==> src/rtl/keypad_event_generator_pkg.sv <==
// Shared types and constants for the keypad event generator and its top-level wiring.
package keypad_event_generator_pkg;

  typedef enum logic [1:0] {
    IDLE         = 2'd0,
    PRESS_WAIT   = 2'd1,
    HELD         = 2'd2,
    RELEASE_WAIT = 2'd3
  } keypad_state_t;

  localparam logic [3:0] KEY_FLIPPER_SINGLE = 4'd4;
  localparam logic [3:0] KEY_FLIPPER_DUAL   = 4'd6;

  function automatic logic [15:0] key_onehot(input logic [3:0] code);
    key_onehot = 16'h0001 << code;
  endfunction

endpackage

==> src/rtl/sync_2ff.sv <==
// Two-flop synchronizer for asynchronous raw inputs; reusable at any width.
module sync_2ff #(
  parameter int unsigned Width = 1
) (
  input  logic             clk_i,
  input  logic             reset_i,
  input  logic [Width-1:0] d_i,
  output logic [Width-1:0] q_o
);

  logic [Width-1:0] meta_q;
  logic [Width-1:0] sync_q;

  always_ff @(posedge clk_i) begin
    if (reset_i) begin
      meta_q <= '0;
      sync_q <= '0;
    end else begin
      meta_q <= d_i;
      sync_q <= meta_q;
    end
  end

  assign q_o = sync_q;

endmodule

==> src/rtl/keypad_event_generator.sv <==
// Debounces raw keypad decoder outputs into one-cycle press/repeat pulses and a held level.
module keypad_event_generator
  import keypad_event_generator_pkg::*;
#(
  parameter int unsigned DEBOUNCE_CYCLES      = 500_000,
  parameter bit          REPEAT_EN            = 1'b0,
  parameter int unsigned REPEAT_DELAY_CYCLES  = 25_000_000,
  parameter int unsigned REPEAT_PERIOD_CYCLES = 5_000_000
) (
  input  logic        clk,
  input  logic        reset,
  input  logic [3:0]  keyCode,
  input  logic        keyValid,
  output logic [15:0] keyPulse,
  output logic [15:0] keyLevel
);

  localparam int unsigned MaxDr = (DEBOUNCE_CYCLES > REPEAT_DELAY_CYCLES) ?
                                  DEBOUNCE_CYCLES : REPEAT_DELAY_CYCLES;
  localparam int unsigned MaxCycles = (MaxDr > REPEAT_PERIOD_CYCLES) ?
                                      MaxDr : REPEAT_PERIOD_CYCLES;
  localparam int unsigned CntW = $clog2(MaxCycles) + 1;

  localparam logic [CntW-1:0] CntMax        = '1;
  localparam logic [CntW-1:0] DebLast       = CntW'(DEBOUNCE_CYCLES - 1);
  localparam logic [CntW-1:0] RepDelayLast  = CntW'(REPEAT_DELAY_CYCLES - 1);
  localparam logic [CntW-1:0] RepPeriodLast = CntW'(REPEAT_PERIOD_CYCLES - 1);

  logic [4:0] sync_raw;
  logic       sync_valid;
  logic [3:0] sync_code;

  sync_2ff #(
    .Width(5)
  ) u_sync (
    .clk_i  (clk),
    .reset_i(reset),
    .d_i    ({keyValid, keyCode}),
    .q_o    (sync_raw)
  );

  assign sync_valid = sync_raw[4];
  assign sync_code  = sync_raw[3:0];

  keypad_state_t state_q, state_d;
  logic [3:0]      cand_q, cand_d;
  logic [CntW-1:0] deb_cnt_q, deb_cnt_d;
  logic [CntW-1:0] rep_cnt_q, rep_cnt_d;
  logic            rep_phase_q, rep_phase_d;  // 0: waiting initial delay, 1: periodic
  logic [15:0]     pulse_q, pulse_d;

  logic            key_present;
  logic [CntW-1:0] deb_inc;
  logic [CntW-1:0] rep_inc;
  logic [CntW-1:0] rep_last;

  assign key_present = sync_valid && (sync_code == cand_q);
  assign deb_inc     = (deb_cnt_q == CntMax) ? deb_cnt_q : deb_cnt_q + CntW'(1);
  assign rep_inc     = (rep_cnt_q == CntMax) ? rep_cnt_q : rep_cnt_q + CntW'(1);
  assign rep_last    = rep_phase_q ? RepPeriodLast : RepDelayLast;

  always_comb begin
    state_d     = state_q;
    cand_d      = cand_q;
    deb_cnt_d   = deb_cnt_q;
    rep_cnt_d   = rep_cnt_q;
    rep_phase_d = rep_phase_q;
    pulse_d     = '0;
    unique case (state_q)
      IDLE: begin
        if (sync_valid) begin
          cand_d    = sync_code;
          deb_cnt_d = '0;
          state_d   = PRESS_WAIT;
        end
      end
      PRESS_WAIT: begin
        if (!sync_valid) begin
          state_d = IDLE;
        end else if (sync_code != cand_q) begin
          cand_d    = sync_code;
          deb_cnt_d = '0;
        end else if (deb_cnt_q == DebLast) begin
          state_d     = HELD;
          pulse_d     = key_onehot(cand_q);
          rep_cnt_d   = '0;
          rep_phase_d = 1'b0;
        end else begin
          deb_cnt_d = deb_inc;
        end
      end
      HELD: begin
        if (!key_present) begin
          state_d   = RELEASE_WAIT;
          deb_cnt_d = '0;
        end else if (REPEAT_EN) begin
          if (rep_cnt_q == rep_last) begin
            pulse_d     = key_onehot(cand_q);
            rep_cnt_d   = '0;
            rep_phase_d = 1'b1;
          end else begin
            rep_cnt_d = rep_inc;
          end
        end
      end
      RELEASE_WAIT: begin
        // A return of the same key is a bounce: resume holding, repeat timing restarts.
        if (key_present) begin
          state_d     = HELD;
          rep_cnt_d   = '0;
          rep_phase_d = 1'b0;
        end else if (deb_cnt_q == DebLast) begin
          state_d = IDLE;
        end else begin
          deb_cnt_d = deb_inc;
        end
      end
      default: state_d = IDLE;
    endcase
  end

  always_ff @(posedge clk) begin
    if (reset) begin
      state_q     <= IDLE;
      cand_q      <= '0;
      deb_cnt_q   <= '0;
      rep_cnt_q   <= '0;
      rep_phase_q <= 1'b0;
      pulse_q     <= '0;
    end else begin
      state_q     <= state_d;
      cand_q      <= cand_d;
      deb_cnt_q   <= deb_cnt_d;
      rep_cnt_q   <= rep_cnt_d;
      rep_phase_q <= rep_phase_d;
      pulse_q     <= pulse_d;
    end
  end

  always_comb begin
    keyLevel = '0;
    if (state_q == HELD || state_q == RELEASE_WAIT) begin
      keyLevel = key_onehot(cand_q);
    end
  end

  assign keyPulse = pulse_q;

endmodule

==> config.mk <==
export PLATFORM = sky130hd
export DESIGN_NAME = keypad_event_generator
export DESIGN_NICKNAME = d
export VERILOG_FILES = /design/src/rtl/keypad_event_generator_pkg.sv /design/src/rtl/sync_2ff.sv /design/src/rtl/keypad_event_generator.sv
export SDC_FILE = /design/constraint.sdc
export NUM_CORES = 1
export LEC_CHECK = 0
export ABC_AREA = 0
export ABC_CLOCK_PERIOD_IN_PS = 3000
export CORE_ASPECT_RATIO = 1.25
export CORE_UTILIZATION = 50
export CTS_BUF_LIST = sky130_fd_sc_hd__clkbuf_8
export DETAILED_ROUTE_END_ITERATION = 8
export PLACE_DENSITY = 0.85
export SLEW_MARGIN = 10
export SYNTH_ARGS = -nofsm -noshare
export SYNTH_HDL_FRONTEND = slang
export SYNTH_SLANG_ARGS = --single-unit
==> constraint.sdc <==
create_clock -name clk -period 3 [get_ports clk]
set_input_delay 0.6 -clock clk [delete_from_list [all_inputs] [get_ports clk]]
set_output_delay 0.6 -clock clk [all_outputs]
set_load 0.005 [all_outputs]
==> out/results.txt <==
Setup violations, final: 0
Pre-Repair DR Iteration Count: 4
Power Internal: 0.001204 W
Initial DRC Count: 222
Largest net degree at the start of global routing: 28
Cells after Synth: 315
Share of cells above drive strength 1: 9.577%
Commonest non-fill, non-tap cell in the layout: dfxtp_1
Total wire length: 6258 um
Warnings, synthesis: 0
Reg2reg setup slack: 0.50 ns
Met3 Usage GRT: 5.707%
Pre-CTS WS: 0.5450 ns
Starting Density: 52.67%
Netlist cell types: 52
Worst EP arrival: 2.05 ns
Sw power: 0.0003589 W
TritonCTS Buffers: 9
Logic pwr share: 3.2%
Worst Max-Slew Pin Slew: 0.8203 ns
Reg-to-Reg End: deb_cnt_q[14]$_SDFFE_PP0P_
Row count: 29
Leakage: 1.002 nW
Max Fclk: 0.3768 GHz
Clock Skew: 0.008566 ns
Synth Area in Compound Gates: 15.26%
Final core occ: 64.25%
PD cells: 472.1 nW/um2
Worst r2r path cells: 7
Simple-Gate Fraction of Synth Area: 34.26%
Max Slew Vio Count: 0
Worst setup SP type: flip-flop
Die height: 84.37 um
Max_cap viols: 0
Global-route wire length before repair: 10,480 um
GRT Max-Usage Layer: met2
M1 GR Usage: 29.03%
Min Clock Period, post-route: 2.654 ns
Crit Reg-Reg Startpoint: deb_cnt_q[0]$_SDFFE_PP0P_
Worst Hold Depth: 1
Setup TNS: 0 ns
Sequential share of power: 50.1%
Fillers: 448
Synth-to-layout area growth: 21.99%
Hold Fails Final Rpt: 0
Mux contribution to synthesized area: 1.890%
Sequential share of the synthesized area: 42.78%
Worst-path clk slew: 0.07 ns
Die area: 5728 um2
Core area: 5152 um2
Cell Area, Synth: 2714 um2
Clk root buf: clkbuf_8
Ports: 39
Max VDD drop: 0.3762 mV
Worst-Skew Late Latency: 0.34 ns
Sw frac: 22.96%
Clock share of power: 46.7%
Post-DRT Antenna Nets: 0
Number of global-route vias before repair: 2,358
Port bufs: 38
Synthesized Nets: 323
#FFs+latches synth: 58
Total Routing Usage GR: 24.01%
Largest family of logic cells by synthesized area: simple AND/OR/NAND/NOR gates
Post-CTS Resized: 0
Vias/cell: 6.043
Routed via count: 2,520
Post-DP HPWL: 4313 um
Status: finished, final reports clean
Crit path kind: flip-flop to output port
WL/cell: 15.01 um
Initial antenna violation count: 0
Diode count: 0
Post-Synth Adder-Cell Area: 0.4610%
Aggregate global routing overflow: 0
Worst setup EP type: output port
Synth async-reset ratio: 0%
Post-route setup slack: 0.3460 ns
Setup repair after global routing missed its margin: false
CTS Buffer Depth: 2
Xor/xnor share of the synthesized area: 1.291%
CP max FO: 10
CP Data Required Time: 2.40 ns
Commonest non-fill, non-tap cells in the layout: 58 x dfxtp_1, 49 x nor2_1, 38 x clkdlybuf4s50_1
Hold WC Path Type: flip-flop to flip-flop
Hold_buf cts: 0
Critical Path Sink: keyLevel[1]
Syn avg cell area: 8.615 um2
Slew HR: 45.20%
Nets@finish: 358
CTS tree: built
DRC Markers: 0
Ys flop type: dfxtp_1
Worst setup path startpoint: cand_q[0]$_SDFFE_PP0P_
Setup Buffers After CTS: 0
Die width: 67.90 um
Post-synth EDFFs: 0
Placer Congestion: 0.9067
CTS sink count: 58
Fin crit share: 88.47%
H-tree lvl count: 3
Met2 GRT Util: 39.15%
final cells by class:
type                    instances  area, um2  area share (%)
clock buffers                  10      137.6           4.157
well taps                      62      77.57           2.343
multi-input cells             235       1443           43.58
clock inverters                 6      66.31           2.003
repair buffers                 42      410.4           12.40
inverters                       4      15.01          0.4535
flip-flops and latches         58       1161           35.07
through the flow:
step / area, um2 / cells / hold WS (ns) / total power [W]
after floorplan: 2714 / 315 / 0.4138 / 0.0008322
after detailed placement: 3107 / 401 / 0.4301 / 0.0008496
final: 3311 / 417 / 0.4337 / 0.001563
after global routing: 3311 / 417 / 0.4636 / 0.001618
after global placement: 3107 / 401 / 0.4168 / 0.0008484
after CTS: 3311 / 417 / 0.4413 / 0.001576
cells in the mapped netlist, drive strengths merged, types with 6 or more instances:
cell type / instances / share of area, %
nand3: 10 / 1.8
o31ai: 16 / 4.4
a21oi: 27 / 5.0
nor2b: 10 / 2.3
or4: 18 / 5.1
nand2: 19 / 2.6
nor2: 50 / 7.0
nor4: 6 / 2.2
or3: 6 / 1.4
nand4: 13 / 3.5
o21ai: 6 / 1.2
buf: 9 / 2.2
dfxtp: 58 / 43
clkbuf: 9 / 1.3
registers in the layout, summed over array words and instances (netlist names):
name,cells
cand_q,4
state_q,2
deb_cnt_q,26
u_sync.q_o,5
u_sync.meta_q,5
keyPulse,16
power groups by stage:
stage | combinational [W] | clock, W | sequential [W]
final | 0.0000496 | 0.000730 | 0.000783
after global routing | 0.0000547 | 0.000779 | 0.000784
after CTS | 0.0000496 | 0.000744 | 0.000783
after detailed placement | 0.0000493 | 0 | 0.000800
after global placement | 0.0000485 | 0 | 0.000800
after floorplan | 0.0000340 | 0 | 0.000798
kinds of logic after synthesis:
logic type / count (synthesis)
AO/OA/AOI/OAI: 64
XOR/XNOR: 4
adder cells (fa/ha/maj): 1
buffers and inverters: 22
flip-flops: 58
multiplexers: 5
AND/OR/NAND/NOR: 161
layer usage:
| metal | share of wire (%) | vias to the layer above |
|---|---|---|
| li1 | - | 1247 |
| met1 | 43 | 1192 |
| met2 | 51 | 69 |
| met3 | 4.1 | 12 |
| met4 | 2.2 | 0 |
| met5 | 0 | - |
how the worst min path moves through the flow:
stage                                start                  endpoint  slack, ns
2_1_floorplan  u_sync.meta_q[0]$_SDFF_PP0_  u_sync.q_o[0]$_SDFF_PP0_       0.41
3_3_place_gp   u_sync.meta_q[3]$_SDFF_PP0_  u_sync.q_o[3]$_SDFF_PP0_       0.42
3_5_place_dp   u_sync.meta_q[2]$_SDFF_PP0_  u_sync.q_o[2]$_SDFF_PP0_       0.43
4_1_cts        u_sync.meta_q[1]$_SDFF_PP0_  u_sync.q_o[1]$_SDFF_PP0_       0.44
5_1_grt        u_sync.meta_q[0]$_SDFF_PP0_  u_sync.q_o[0]$_SDFF_PP0_       0.46
6_report       u_sync.meta_q[1]$_SDFF_PP0_  u_sync.q_o[1]$_SDFF_PP0_       0.43
worst max-delay path, stage by stage, from the launching register on:
cell	delay (ns)
dfxtp_1	0.52
or3b_2	0.53
nor2_1	0.15
clkdlybuf4s50_1	0.51
No activity file was read; power rests on OpenSTA's default activity.
